<file path="src/rtl/mem_lsu_pkg.sv">
// Shared encodings for the MEM-stage load/store unit: memory op codes, FSM states,
// access sizes and the writeback reset constants.
package mem_lsu_pkg;

  typedef enum logic [3:0] {
    MEMOP_NONE = 4'd0,
    MEMOP_LB   = 4'd1,
    MEMOP_LH   = 4'd2,
    MEMOP_LW   = 4'd3,
    MEMOP_LBU  = 4'd4,
    MEMOP_LHU  = 4'd5,
    MEMOP_SB   = 4'd6,
    MEMOP_SH   = 4'd7,
    MEMOP_SW   = 4'd8
  } mem_op_e;

  typedef enum logic {
    ST_IDLE = 1'b0,
    ST_WAIT = 1'b1
  } lsu_state_e;

  typedef enum logic [1:0] {
    SZ_BYTE = 2'd0,
    SZ_HALF = 2'd1,
    SZ_WORD = 2'd2
  } mem_size_e;

  localparam logic WRITE_DISABLE = 1'b0;
  localparam logic WRITE_ENABLE  = 1'b1;

endpackage

</file>
<file path="src/rtl/mem_lsu_align.sv">
// Combinational lane steering for the LSU: op decode, alignment check, byte enables,
// store-data replication and load byte/half extraction with sign/zero extension.
module mem_align
  import mem_lsu_pkg::*;
#(
  parameter int unsigned DATA_W = 32
) (
  input  logic [3:0]        mem_op,
  input  logic [1:0]        addr_lo,
  input  logic [DATA_W-1:0] sdata,
  input  logic [DATA_W-1:0] rdata,
  output logic              is_mem,
  output logic              is_store,
  output logic              misalign,
  output logic [3:0]        be,
  output logic [DATA_W-1:0] wdata,
  output logic [DATA_W-1:0] load_data
);

  mem_size_e   size;
  logic        is_signed;
  logic [7:0]  rd_byte;
  logic [15:0] rd_half;

  // Undefined op codes fall into the default arm and behave as NONE.
  always_comb begin
    is_mem    = 1'b0;
    is_store  = 1'b0;
    is_signed = 1'b0;
    size      = SZ_WORD;
    case (mem_op)
      MEMOP_LB:  begin is_mem = 1'b1; size = SZ_BYTE; is_signed = 1'b1; end
      MEMOP_LH:  begin is_mem = 1'b1; size = SZ_HALF; is_signed = 1'b1; end
      MEMOP_LW:  begin is_mem = 1'b1; size = SZ_WORD; end
      MEMOP_LBU: begin is_mem = 1'b1; size = SZ_BYTE; end
      MEMOP_LHU: begin is_mem = 1'b1; size = SZ_HALF; end
      MEMOP_SB:  begin is_mem = 1'b1; is_store = 1'b1; size = SZ_BYTE; end
      MEMOP_SH:  begin is_mem = 1'b1; is_store = 1'b1; size = SZ_HALF; end
      MEMOP_SW:  begin is_mem = 1'b1; is_store = 1'b1; size = SZ_WORD; end
      default:   ;
    endcase
  end

  assign misalign = is_mem && (((size == SZ_HALF) && addr_lo[0]) ||
                               ((size == SZ_WORD) && (addr_lo != 2'b00)));

  assign rd_byte = rdata[{addr_lo, 3'b000} +: 8];
  assign rd_half = addr_lo[1] ? rdata[31:16] : rdata[15:0];

  always_comb begin
    be        = 4'b1111;
    wdata     = sdata;
    load_data = rdata;
    case (size)
      SZ_BYTE: begin
        be        = 4'b0001 << addr_lo;
        wdata     = {4{sdata[7:0]}};
        load_data = {{(DATA_W-8){is_signed & rd_byte[7]}}, rd_byte};
      end
      SZ_HALF: begin
        be        = addr_lo[1] ? 4'b1100 : 4'b0011;
        wdata     = {2{sdata[15:0]}};
        load_data = {{(DATA_W-16){is_signed & rd_half[15]}}, rd_half};
      end
      default: ;
    endcase
  end

endmodule

</file>
<file path="src/rtl/mem_lsu.sv">
// MEM-stage load/store unit: passes non-memory writeback through, and runs a req/ack
// bus transaction for loads/stores with pipeline stall, timeout and misalign reporting.
module mem_lsu
  import mem_lsu_pkg::*;
#(
  parameter int unsigned DATA_W  = 32,
  parameter int unsigned ADDR_W  = 32,
  parameter int unsigned REG_AW  = 5,
  parameter int unsigned TIMEOUT = 255
) (
  input  logic              clk_in,
  input  logic              reset_n_in,
  input  logic [DATA_W-1:0] reg_wdata_in,
  input  logic [REG_AW-1:0] reg_waddr_in,
  input  logic              reg_we_in,
  input  logic [3:0]        mem_op_in,
  input  logic [ADDR_W-1:0] mem_addr_in,
  input  logic [DATA_W-1:0] mem_sdata_in,
  output logic              data_req_out,
  output logic              data_we_out,
  output logic [ADDR_W-1:0] data_addr_out,
  output logic [3:0]        data_be_out,
  output logic [DATA_W-1:0] data_wdata_out,
  input  logic              data_ack_in,
  input  logic [DATA_W-1:0] data_rdata_in,
  output logic              stall_req_out,
  output logic              misalign_out,
  output logic              bus_err_out,
  output logic [DATA_W-1:0] reg_wdata_out,
  output logic [REG_AW-1:0] reg_waddr_out,
  output logic              reg_we_out
);

  localparam logic [7:0] TIMEOUT_CNT = 8'(TIMEOUT);

  logic              is_mem, is_store, misalign;
  logic [3:0]        be;
  logic [DATA_W-1:0] bus_wdata, load_data;

  lsu_state_e        state_q, state_d;
  logic [7:0]        cnt_q;

  logic              req, stall, misal_p, berr, we_o;
  logic [DATA_W-1:0] wdata_o;
  logic              bus_on;

  mem_align #(.DATA_W(DATA_W)) u_align (
    .mem_op    (mem_op_in),
    .addr_lo   (mem_addr_in[1:0]),
    .sdata     (mem_sdata_in),
    .rdata     (data_rdata_in),
    .is_mem    (is_mem),
    .is_store  (is_store),
    .misalign  (misalign),
    .be        (be),
    .wdata     (bus_wdata),
    .load_data (load_data)
  );

  // Counter is held at zero outside WAIT, so it always restarts from 0 on entry.
  always_ff @(posedge clk_in or negedge reset_n_in) begin
    if (!reset_n_in) begin
      state_q <= ST_IDLE;
      cnt_q   <= '0;
    end else begin
      state_q <= state_d;
      cnt_q   <= (state_q == ST_WAIT) ? cnt_q + 8'd1 : '0;
    end
  end

  always_comb begin
    state_d = state_q;
    req     = 1'b0;
    stall   = 1'b0;
    misal_p = 1'b0;
    berr    = 1'b0;
    we_o    = reg_we_in;
    wdata_o = reg_wdata_in;
    case (state_q)
      ST_IDLE: begin
        if (is_mem) begin
          if (misalign) begin
            misal_p = 1'b1;
            we_o    = WRITE_DISABLE;
          end else begin
            req = 1'b1;
            if (data_ack_in) begin
              we_o    = is_store ? WRITE_DISABLE : reg_we_in;
              wdata_o = is_store ? reg_wdata_in : load_data;
            end else begin
              stall   = 1'b1;
              we_o    = WRITE_DISABLE;
              state_d = ST_WAIT;
            end
          end
        end
      end
      ST_WAIT: begin
        if (data_ack_in) begin
          req     = 1'b1;
          we_o    = is_store ? WRITE_DISABLE : reg_we_in;
          wdata_o = is_store ? reg_wdata_in : load_data;
          state_d = ST_IDLE;
        end else if (cnt_q == TIMEOUT_CNT) begin
          berr    = 1'b1;
          we_o    = WRITE_DISABLE;
          state_d = ST_IDLE;
        end else begin
          req   = 1'b1;
          stall = 1'b1;
          we_o  = WRITE_DISABLE;
        end
      end
      default: state_d = ST_IDLE;
    endcase
  end

  // Every output is gated by reset so a mid-transaction reset drops the bus at once.
  assign bus_on         = reset_n_in & req;
  assign data_req_out   = bus_on;
  assign data_we_out    = bus_on & is_store;
  assign data_addr_out  = bus_on ? {mem_addr_in[ADDR_W-1:2], 2'b00} : '0;
  assign data_be_out    = bus_on ? be : '0;
  assign data_wdata_out = bus_on ? bus_wdata : '0;
  assign stall_req_out  = reset_n_in & stall;
  assign misalign_out   = reset_n_in & misal_p;
  assign bus_err_out    = reset_n_in & berr;
  assign reg_wdata_out  = reset_n_in ? wdata_o : '0;
  assign reg_waddr_out  = reset_n_in ? reg_waddr_in : '0;
  assign reg_we_out     = reset_n_in ? we_o : WRITE_DISABLE;

endmodule

</file>
<file path="config.mk">
export PLATFORM = sky130hd
export DESIGN_NAME = mem_lsu
export DESIGN_NICKNAME = d
export VERILOG_FILES = /design/src/rtl/mem_lsu_pkg.sv /design/src/rtl/mem_lsu_align.sv /design/src/rtl/mem_lsu.sv
export SDC_FILE = /design/constraint.sdc
export NUM_CORES = 1
export LEC_CHECK = 0
export ABC_AREA = 1
export CAP_MARGIN = 25
export CORE_AREA = 2 2 102 104
export CTS_CLUSTER_DIAMETER = 40
export CTS_CLUSTER_SIZE = 40
export DETAILED_ROUTE_END_ITERATION = 10
export DIE_AREA = 0 0 104 106
export PLACE_DENSITY_LB_ADDON = 0.05
export SYNTH_ARGS = -nofsm -noshare
export SYNTH_HDL_FRONTEND = slang
export SYNTH_SLANG_ARGS = --single-unit
export TNS_END_PERCENT = 20
</file>
<file path="constraint.sdc">
create_clock -name clk_in -period 2.3 [get_ports clk_in]
set_clock_uncertainty 0.2 [all_clocks]
set_input_delay 0.46 -clock clk_in [delete_from_list [all_inputs] [get_ports clk_in]]
set_output_delay 0.46 -clock clk_in [all_outputs]
set_load 0.02 [all_outputs]
</file>
# Word-level counts from Yosys, hierarchy flattened
# Index checks and enable logic that the tools add are counted.
[totals]
in_bits = 141
out_inout_bits = 111
register_bits = 9
[classes]
n_addsub = 1
muxes = 42
n_shift = 2
reduce_logical = 11
n_eq_ne = 11
bitwise_logic = 8
[ops]
columns = ["op", "count"]
rows = [
  ["$mux 32", 7],
  ["$pmux 32 s2", 3],
  ["$shiftx 32x6->8", 1],
  ["$mux 1", 22],
  ["$eq 4x3->1 const B", 4],
  ["$mux 16", 1],
  ["$reduce_or 3->1", 3],
  ["$add 8x1->8 const B", 1],
  ["$eq 4x2->1 const B", 2],
  ["$eq 8x8->1 const B", 1],
  ["$mux 4", 2],
  ["$mux 8", 1],
  ["$pmux 4 s2", 1],
  ["$reduce_or 8->1", 1],
  ["$and 1x1->1", 7],
  ["$pmux 1 s2", 3],
  ["$mux 5", 1],
  ["$eq 4x1->1 const B", 1],
  ["$eq 4x4->1 const B", 1],
  ["$pmux 2 s2", 1],
  ["$shl 1x2->4 const A", 1],
  ["$logic_and 1x1->1", 3],
  ["$eq 2x1->1 const B", 1],
  ["$eq 2x2->1 const B", 1],
  ["5 further kinds", 5],
]

# Depth between registers and ports, before layout
# Gate-level depths: netlist of the first run.
[logic_depth]
ltp_word = 12
mapped_depth = 13

# Cells and area by module
# Synthesis of the first run repeated with hierarchy kept, for this count alone.
[unflattened]
hier_cells = 674
hier_area_um2 = 3115.5
[by_module_without_submodules]
columns = ["module", "area_each_um2", "cells_each", "n_inst"]
rows = [
  ["mem_lsu", 1572.8, 330, 1],
  ["mem_align", 1542.7, 344, 1],
]

# Least setup slack after synthesis of the first run
# OpenSTA, ideal clock, no wires.
[synth_path]
path_kind = "input-to-output"
startpoint = "in mem_op_in[3]"
endpoint = "out reg_wdata_out[21]"
n_path_buf = 3
path_stages = 12
arrival_time_ns = 1.823
t_required_ns = 1.640
slack_ns = -0.183
cell_sequence = "nor2_2 nand3_1 nand2_1 buf_6 nor2_2 nand2_4 nand3_2 buf_4 buf_6 nand2_1 nand2_1 a21oi_1"
[synth_via]
elab_chain_len = 11
word_cells_on_any_way = 33
[synth_lines]
columns = ["element", "line_no", "text"]
rows = [
  ["start: declaration", "mem_lsu.sv:16", "input logic [3:0] mem_op_in,"],
  ["$eq 4x3->1 (tied with other cells)", "mem_lsu_align.sv:31", "case (mem_op)"],
  ["$reduce_or 3->1 (no source line) or $reduce_or 2->1 (tied branches)", "n/a", ""],
  ["$pmux 2 s2 or $mux 1 (tied branches)", "mem_lsu_align.sv:31", ""],
  ["$eq 2x1->1 (tied with other cells)", "mem_lsu_align.sv:44, mem_lsu_align.sv:54", ""],
  ["$pmux 32 s2 (tied with other cells)", "mem_lsu_align.sv:54", "case (size)"],
  ["$mux 32 or $logic_or 1x1->1 (tied branches)", "mem_lsu.sv:89, mem_lsu.sv:102, mem_lsu_align.sv:44", ""],
  ["$mux 32 or $logic_and 1x1->1 (tied branches)", "mem_lsu.sv:87, mem_lsu.sv:99, mem_lsu_align.sv:44", ""],
  ["$mux 32", "mem_lsu.sv:82", "if (misalign) begin"],
  ["$mux 32", "mem_lsu.sv:81", "if (is_mem) begin"],
  ["$pmux 32 s2 (*)", "mem_lsu.sv:79", "case (state_q)"],
  ["$mux 32 (*)", "mem_lsu.sv:128", "assign reg_wdata_out = reset_n_in ? wdata_o : '0;"],
  ["end: declaration", "mem_lsu.sv:29", "output logic [DATA_W-1:0] reg_wdata_out,"],
]
# Every way passes the cells marked *; elsewhere a longest branch is shown, timed or not.

# Final worst setup path of the first run
[layout_path]
startpoint = "reg cnt_q[0]"
endpoint = "out data_wdata_out[28]"
[layout_via]
elab_chain_len = 6
[layout_lines]
columns = ["element", "line_no", "text"]
rows = [
  ["start: declaration", "mem_lsu.sv:41", "logic [7:0] cnt_q;"],
  ["start signal: assignment", "mem_lsu.sv:67", "cnt_q <= (state_q == ST_WAIT) ? cnt_q + 8'd1 : '0;"],
  ["$eq 8x8->1", "mem_lsu.sv:104", "end else if (cnt_q == TIMEOUT_CNT) begin"],
  ["$mux 1", "mem_lsu.sv:104", ""],
  ["$mux 1", "mem_lsu.sv:99", "if (data_ack_in) begin"],
  ["$pmux 1 s2", "mem_lsu.sv:79", ""],
  ["$and 1x1->1", "mem_lsu.sv:119", "assign bus_on = reset_n_in & req;"],
  ["$mux 32", "mem_lsu.sv:124", "assign data_wdata_out = bus_on ? bus_wdata : '0;"],
  ["end: declaration", "mem_lsu.sv:23", "output logic [DATA_W-1:0] data_wdata_out,"],
]
# Every way passes these cells.

==> impl_metrics.py, run 1 <==
metrics = {
    "sta": {
        "fin_crit_ns": 2.90,
        "worst_hold_slack_ns": 0.0226,
        "fmax_ghz": 0.345,
        "rsz0062_at_grt": "true",
        "hold_viol_final": 0,
        "finalCritPeriodShare_pct": 126,
        "setup-violations-final": 102,
        "setup_ws_ns": -0.599,
        "slew_violations": 0,
    },
    "final_layout": {
        "syn_to_final_growth_pct": 163,
        "final_util_pct": 73.1,
        "drive_above_1_share_pct": 43.3,
        "nets": 1051,
        "antenna_cells": 0,
    },
    "grt": {
        "grt_pass1_wl_um": 24300,
        "grtUsageTotal_pct": 26.9,
        "overflow": 0,
        "grt_pass1_vias": 5048,
        "antenna_found_initial": 0,
        "grt_max_degree": 27,
    },
    "floorplan": {
        "die_width_um": 104,
        "core_mm2": 0.0100,
        "die-area_mm2": 0.0110,
        "initial_core_util_pct": 27.9,
        "rows": 37,
        "num_io_pins": 252,
        "die_height_um": 106,
    },
    "logic_synthesis": {
        "synth_edf_count": 0,
        "synthFlopType": "dfrtp_1",
        "yosys_warnings": 0,
        "synth_cells": 567,
        "ys_seq_area_share_pct": 8.08,
        "synth_area_per_cell_um2": 4.91,
        "synth_common_cells": "121 x nand2_1, 112 x inv_1, 108 x nor2_1",
        "synth.ff_latch_count": 9,
        "syn_area_mm2": 0.00279,
        "synth_top_area_share_pct": 16.3,
        "synthArstFlopShare_pct": 100,
        "synth_area_leader_cell": "nand2_1",
        "synth.most_common_cell": "nand2_1",
        "ys_types": 31,
        "synth_area_leaders": "nand2_1 16%, inv_1 15%, nor2_1 15%",
    },
    "clock_tree": {
        "cts-root-buf": "clkbuf_8",
        "cts_max_path_buffers": 2,
        "tritoncts": "yes",
        "cts_buffers": 3,
        "clk_latency_ns": 0.24,
        "clkTransAtPathRegs_ns": 0.05,
        "htreeDepth": 1,
        "cts.sinks": 9,
    },
    "critical_path": {
        "r2r_start": "cnt_q[0]",
        "reg2reg_to": "state_q",
        "crit_required_ns": 1.64,
        "r2r.worst_path.cells": 13,
        "end_kind": "primary output",
        "critPathMaxFanout": 8,
        "start_kind": "register",
        "critical_path_class": "register to primary output",
        "cp.arrival_ns": 2.24,
        "r2r_slack_ns": 0.27,
    },
    "power": {
        "power_density_mw_per_mm2": 276,
        "p_leak_nw": 3.68,
        "ir_drop_mv": 0.254,
    },
    "detailed_routing": {
        "drt_pass1_iterations": 5,
        "vias": 4927,
        "drc": 0,
        "ant_nets": 0,
        "finalWirelength_um": 15600,
        "routed_via_density": 4.72,
        "wl_per_cell_um": 15.0,
        "drt_iter0_drc": 248,
    },
    "placed_design": {
        "numPortBuffers": 249,
        "dpl_worst_slack_ns": -1.19,
        "routabilityCongestion": 0.850,
        "dp_hpwl_um": 11200,
    },
    "status": {
        "violations": "negative setup slack",
        "outcome": "finished with violations",
    },
    "job": {
        "maxCapViolCount": 0,
    },
    "min_path": {
        "hold_class": "input pin to async pin",
    },
}
[registers in the layout, summed over array words and instances, names as in the netlist]
name	count
state_q	1
cnt_q	8
[worst max-delay path, stage by stage, from the launching register on]
cell and delay [ns]:
dfrtp_1 0.34, ha_2 0.20, nand2_2 0.06, inv_2 0.08, nand2_4 0.06, nor2_4 0.12, nand2_2 0.07, nor2_4 0.14
nand3_4 0.12, o21ai_4 0.20, buf_12 0.16, buf_16 0.11, buf_12 0.15, nor2_4 0.05, buf_6 0.13
[routing by layer]
layer,up-vias,routed length (um),track usage (%)
met3,27,969,5.15
met1,2268,5910,28.9
met5,-,0,0
met4,0,352,7.53
li1,2425,-,-
met2,207,8400,53.1
[timing repair]
| item | 4_1_cts | 5_1_grt |
|---|---|---|
| hold endpoints to repair | 5 | 0 |
| setup endpoints to repair | 104 | 108 |
| setup buffers | 29 | 5 |
| cloned | 7 | 2 |
| hold buffers | 1 | 0 |
| gates resized for setup | 629 | 120 |
| pin swaps | 26 | 13 |
[per-stage QoR]
stage / setup TNS (ns) / power (mW) / area, um2 / std cells
6_report: -46.01 / 2.02 / 7310 / 1044
5_1_grt: -55.53 / 2.13 / 7310 / 1044
4_1_cts: -46.22 / 1.94 / 7090 / 1037
3_5_place_dp: -115.41 / 1.51 / 6210 / 996
3_3_place_gp: -114.13 / 1.50 / 6210 / 996
2_1_floorplan: -1.72 / 0.846 / 3140 / 568
[worst max path at each step]
stage	startpoint	endpoint	slack (ns)	cells after the start
floorplan	cnt_q[0]	data_req_out	-0.05	12
global placement	mem_op_in[2]	data_wdata_out[28]	-1.17	13
detailed placement	mem_op_in[2]	reg_wdata_out[22]	-1.19	12
CTS	cnt_q[0]	data_wdata_out[13]	-0.58	13
global route	cnt_q[1]	data_wdata_out[29]	-0.69	14
finish	cnt_q[0]	data_wdata_out[28]	-0.60	14
[layout make-up]
class	count	area [um2]
sequential	9	225
tap	136	170
clock buffer	4	45.0
inverter	120	468
multi-input combinational	408	2720
fill	845	2690
timing repair buffer	367	3680
[power breakdown]
group	internal (mW)	switching (mW)	total (mW)	leakage (nW)
registers	0.162	0.00423	0.166	0.125
clock network	0.121	0.0695	0.191	0.0228
logic	0.832	0.826	1.66	3.54
total	1.12	0.900	2.02	3.68
[kinds of logic (layout without fill, tap and decap cells)]
family	after synthesis	in the layout	share of synthesized area [%]
AOI/OAI and AO/OA	92	93	18.6
and+or+nand+nor	310	311	49.0
xor gates and xnor gates	1	1	0.314
other	1	2	0.135
DFF	9	9	8.08
buffers and inverters	153	491	23.4
adders and majority gates	1	1	0.449
[cells in the final DEF (no fill, tap or decap), types with 4 or more instances in the layout]
cell type / Yosys / layout
a21oi_1: 28 / 11
a21oi_2: 0 / 7
a21oi_4: 0 / 10
buf_12: 0 / 13
buf_16: 0 / 5
buf_2: 11 / 23
buf_4: 3 / 89
buf_6: 4 / 84
clkdlybuf4s15_2: 0 / 6
clkdlybuf4s50_1: 0 / 128
dfrtp_1: 9 / 9
dlygate4sd2_1: 0 / 6
dlymetal6s2s_1: 0 / 4
inv_1: 112 / 107
inv_2: 7 / 7
nand2_1: 121 / 83
nand2_2: 2 / 35
nand2_4: 1 / 6
nand3_1: 40 / 33
nand3_4: 0 / 9
nor2_1: 108 / 62
nor2_2: 13 / 15
nor2_4: 9 / 53
nor3_1: 11 / 10
o211ai_1: 7 / 7
o21ai_0: 45 / 34
o21ai_1: 0 / 4
o21ai_2: 1 / 5
o21ai_4: 0 / 4
o221ai_1: 8 / 8
(Power assumes the default switching activity.)
==> run 2: changes to the inputs <==
--- a/config.mk
+++ b/config.mk
@@ -6,13 +6,17 @@
 export NUM_CORES = 1
 export LEC_CHECK = 0
 export ABC_AREA = 1
+export ABC_CLOCK_PERIOD_IN_PS = 2300
 export CAP_MARGIN = 25
-export CORE_AREA = 2 2 102 104
+export CELL_PAD_IN_SITES_DETAIL_PLACEMENT = 1
+export CELL_PAD_IN_SITES_GLOBAL_PLACEMENT = 2
+export CORE_AREA = 2 2 163 165
 export CTS_CLUSTER_DIAMETER = 40
 export CTS_CLUSTER_SIZE = 40
 export DETAILED_ROUTE_END_ITERATION = 10
-export DIE_AREA = 0 0 104 106
+export DIE_AREA = 0 0 165 167
 export PLACE_DENSITY_LB_ADDON = 0.05
+export SETUP_SLACK_MARGIN = 0.2
 export SYNTH_ARGS = -nofsm -noshare
 export SYNTH_HDL_FRONTEND = slang
 export SYNTH_SLANG_ARGS = --single-unit
==> impl_metrics.py, run 2 (same netlist as run 1, synthesis figures left out) <==
metrics = {
    "grt": {
        "grt_max_degree": 23,
        "antenna_found_initial": 3,
        "grtUsageTotal_pct": 13.9,
        "use_met3_pct": 2.07,
        "grt_util_met1_pct": 17.3,
        "grt_pass1_vias": 5416,
        "overflow": 0,
        "grt-busiest-layer": "met2",
        "grt_pass1_wl_um": 30100,
        "gr-usage-met2_pct": 25.6,
    },
    "detailed_routing": {
        "drt_pass1_iterations": 4,
        "drt_iter0_drc": 134,
        "drc": 0,
        "routed_via_density": 3.89,
        "vias": 4914,
        "finalWirelength_um": 19600,
        "ant_nets": 0,
        "wl_per_cell_um": 15.5,
    },
    "clock_tree": {
        "htreeDepth": 1,
        "tritoncts": "yes",
        "clk_latency_ns": 0.24,
        "cts_max_path_buffers": 2,
        "clkTransAtPathRegs_ns": 0.04,
        "cts_buffers": 3,
        "cts.sinks": 9,
        "cts-root-buf": "clkbuf_16",
    },
    "critical_path": {
        "critPathMaxFanout": 5,
        "end_kind": "primary output",
        "crit_required_ns": 1.64,
        "start_kind": "register",
        "cp.arrival_ns": 2.25,
        "r2r_slack_ns": 0.46,
        "critical_path_class": "register to primary output",
    },
    "final_layout": {
        "layout_commonest_cell": "clkdlybuf4s50_1",
        "regMostFlops": "cnt_q",
        "postLayoutCellArea_mm2": 0.00794,
        "syn_to_final_growth_pct": 185,
        "nets": 1069,
        "fin_cells": 1264,
        "reg_top3": "cnt_q (8), state_q (1)",
        "drive_above_1_share_pct": 49.6,
        "final_cell_mix": "128 x clkdlybuf4s50_1, 106 x inv_1, 103 x buf_4, 85 x buf_6, 79 x nand2_1",
        "largest_reg_flops": 8,
        "final_util_pct": 30.8,
    },
    "placed_design": {
        "numPortBuffers": 249,
        "place_inst": 1215,
        "routabilityCongestion": 0.779,
        "dp_hpwl_um": 15700,
        "placed_cell_area_mm2": 0.00690,
    },
    "sta": {
        "setup-violations-final": 103,
        "slew_violations": 0,
        "finalCritPeriodShare_pct": 127,
        "hold_viol_final": 0,
        "fmax_ghz": 0.343,
        "rsz0062_at_grt": "true",
        "fin_crit_ns": 2.91,
        "setup_ws_ns": -0.614,
        "worst_hold_slack_ns": 0.170,
    },
    "floorplan": {
        "core_mm2": 0.0258,
        "die_width_um": 165,
        "num_io_pins": 252,
        "die_height_um": 167,
        "rows": 59,
        "die-area_mm2": 0.0276,
        "initial_core_util_pct": 10.8,
    },
    "status": {
        "outcome": "finished with violations",
        "violations": "negative setup slack",
    },
    "min_path": {
        "hold_class": "input pin to async pin",
    },
    "power": {
        "p_leak_nw": 3.79,
        "ir_drop_mv": 0.296,
        "total_power_mw": 2.25,
        "power_density_mw_per_mm2": 284,
    },
    "job": {
        "maxCapViolCount": 0,
    },
}
==> run 2: cell types whose count changed in the layout (fill, tap and decap cells not counted), moves of 5 or more <==
cell / before / now
o21ai_2: 5 / 10
nor2_4: 53 / 44
buf_4: 89 / 103
nor2_2: 15 / 59
buf_12: 13 / 21
nor2_1: 62 / 27
==> run 2: per-stage QoR <==
step	setup TNS (ns)	setup WS, ns
finish	-47.77	-0.614
global route	-60.90	-0.755
CTS	-44.75	-0.670
detailed placement	-122.54	-1.27
global placement	-121.68	-1.24
floorplan	-0.857	-0.0516
==> run 2: layer usage <==
layer  vias up  routed length, um
li1       2464                  -
met1      2301               8150
met2       133              10200
met3        14               1040
met4         2                178
met5         -                 12
==> run 2: path summary, 6_finish.rpt <==
path,start,endpoint,cells after the start
worst max-delay path,cnt_q[1],data_wdata_out[12],15
worst min-delay path,reset_n_in,cnt_q[4],3
worst max register to register,cnt_q[1],state_q,12
worst min register to register,cnt_q[0],cnt_q[0],2
max in group asynchronous,reset_n_in,state_q,3
min in group clk_in,cnt_q[0],cnt_q[0],2
==> run 2: area by class of cell <==
type / count / area, um2
Fill cell: 3095 / 17800
Timing Repair Buffer: 386 / 3980
Multi-Input combinational cell: 407 / 2770
Inverter: 120 / 458
Tap cell: 335 / 419
Sequential cell: 9 / 225
Clock buffer: 4 / 78.8
Antenna cell: 3 / 7.51
==> run 2: critical path, stage by stage (launching register included) <==
cell     delay (ns)
dfrtp_1        0.35
ha_2           0.19
nand2_2        0.05
inv_2          0.06
nand2_2        0.05
nor2_2         0.12
nand2_1        0.08
nor2_2         0.13
nand3_2        0.13
o21ai_4        0.19
buf_12         0.14
buf_12         0.12
buf_12         0.10
buf_16         0.12
nor2_4         0.03
buf_6          0.13
==> run 2: repair_timing <==
action                                 4_1_cts  5_1_grt
setup endpoints to repair                  109      108
pin swaps                                   19       16
setup buffers                               27        5
endpoints found under the hold margin        1        0
hold buffers                                 1        0
gates cloned                                 7        2
resized for setup                          656       79
==> run 2: where the power goes <==
group	internal, mW	switching [mW]	total (mW)
Clock	0.233	0.0859	0.319
Sequential	0.162	0.00331	0.166
Combinational	0.897	0.873	1.77
Total	1.29	0.962	2.25
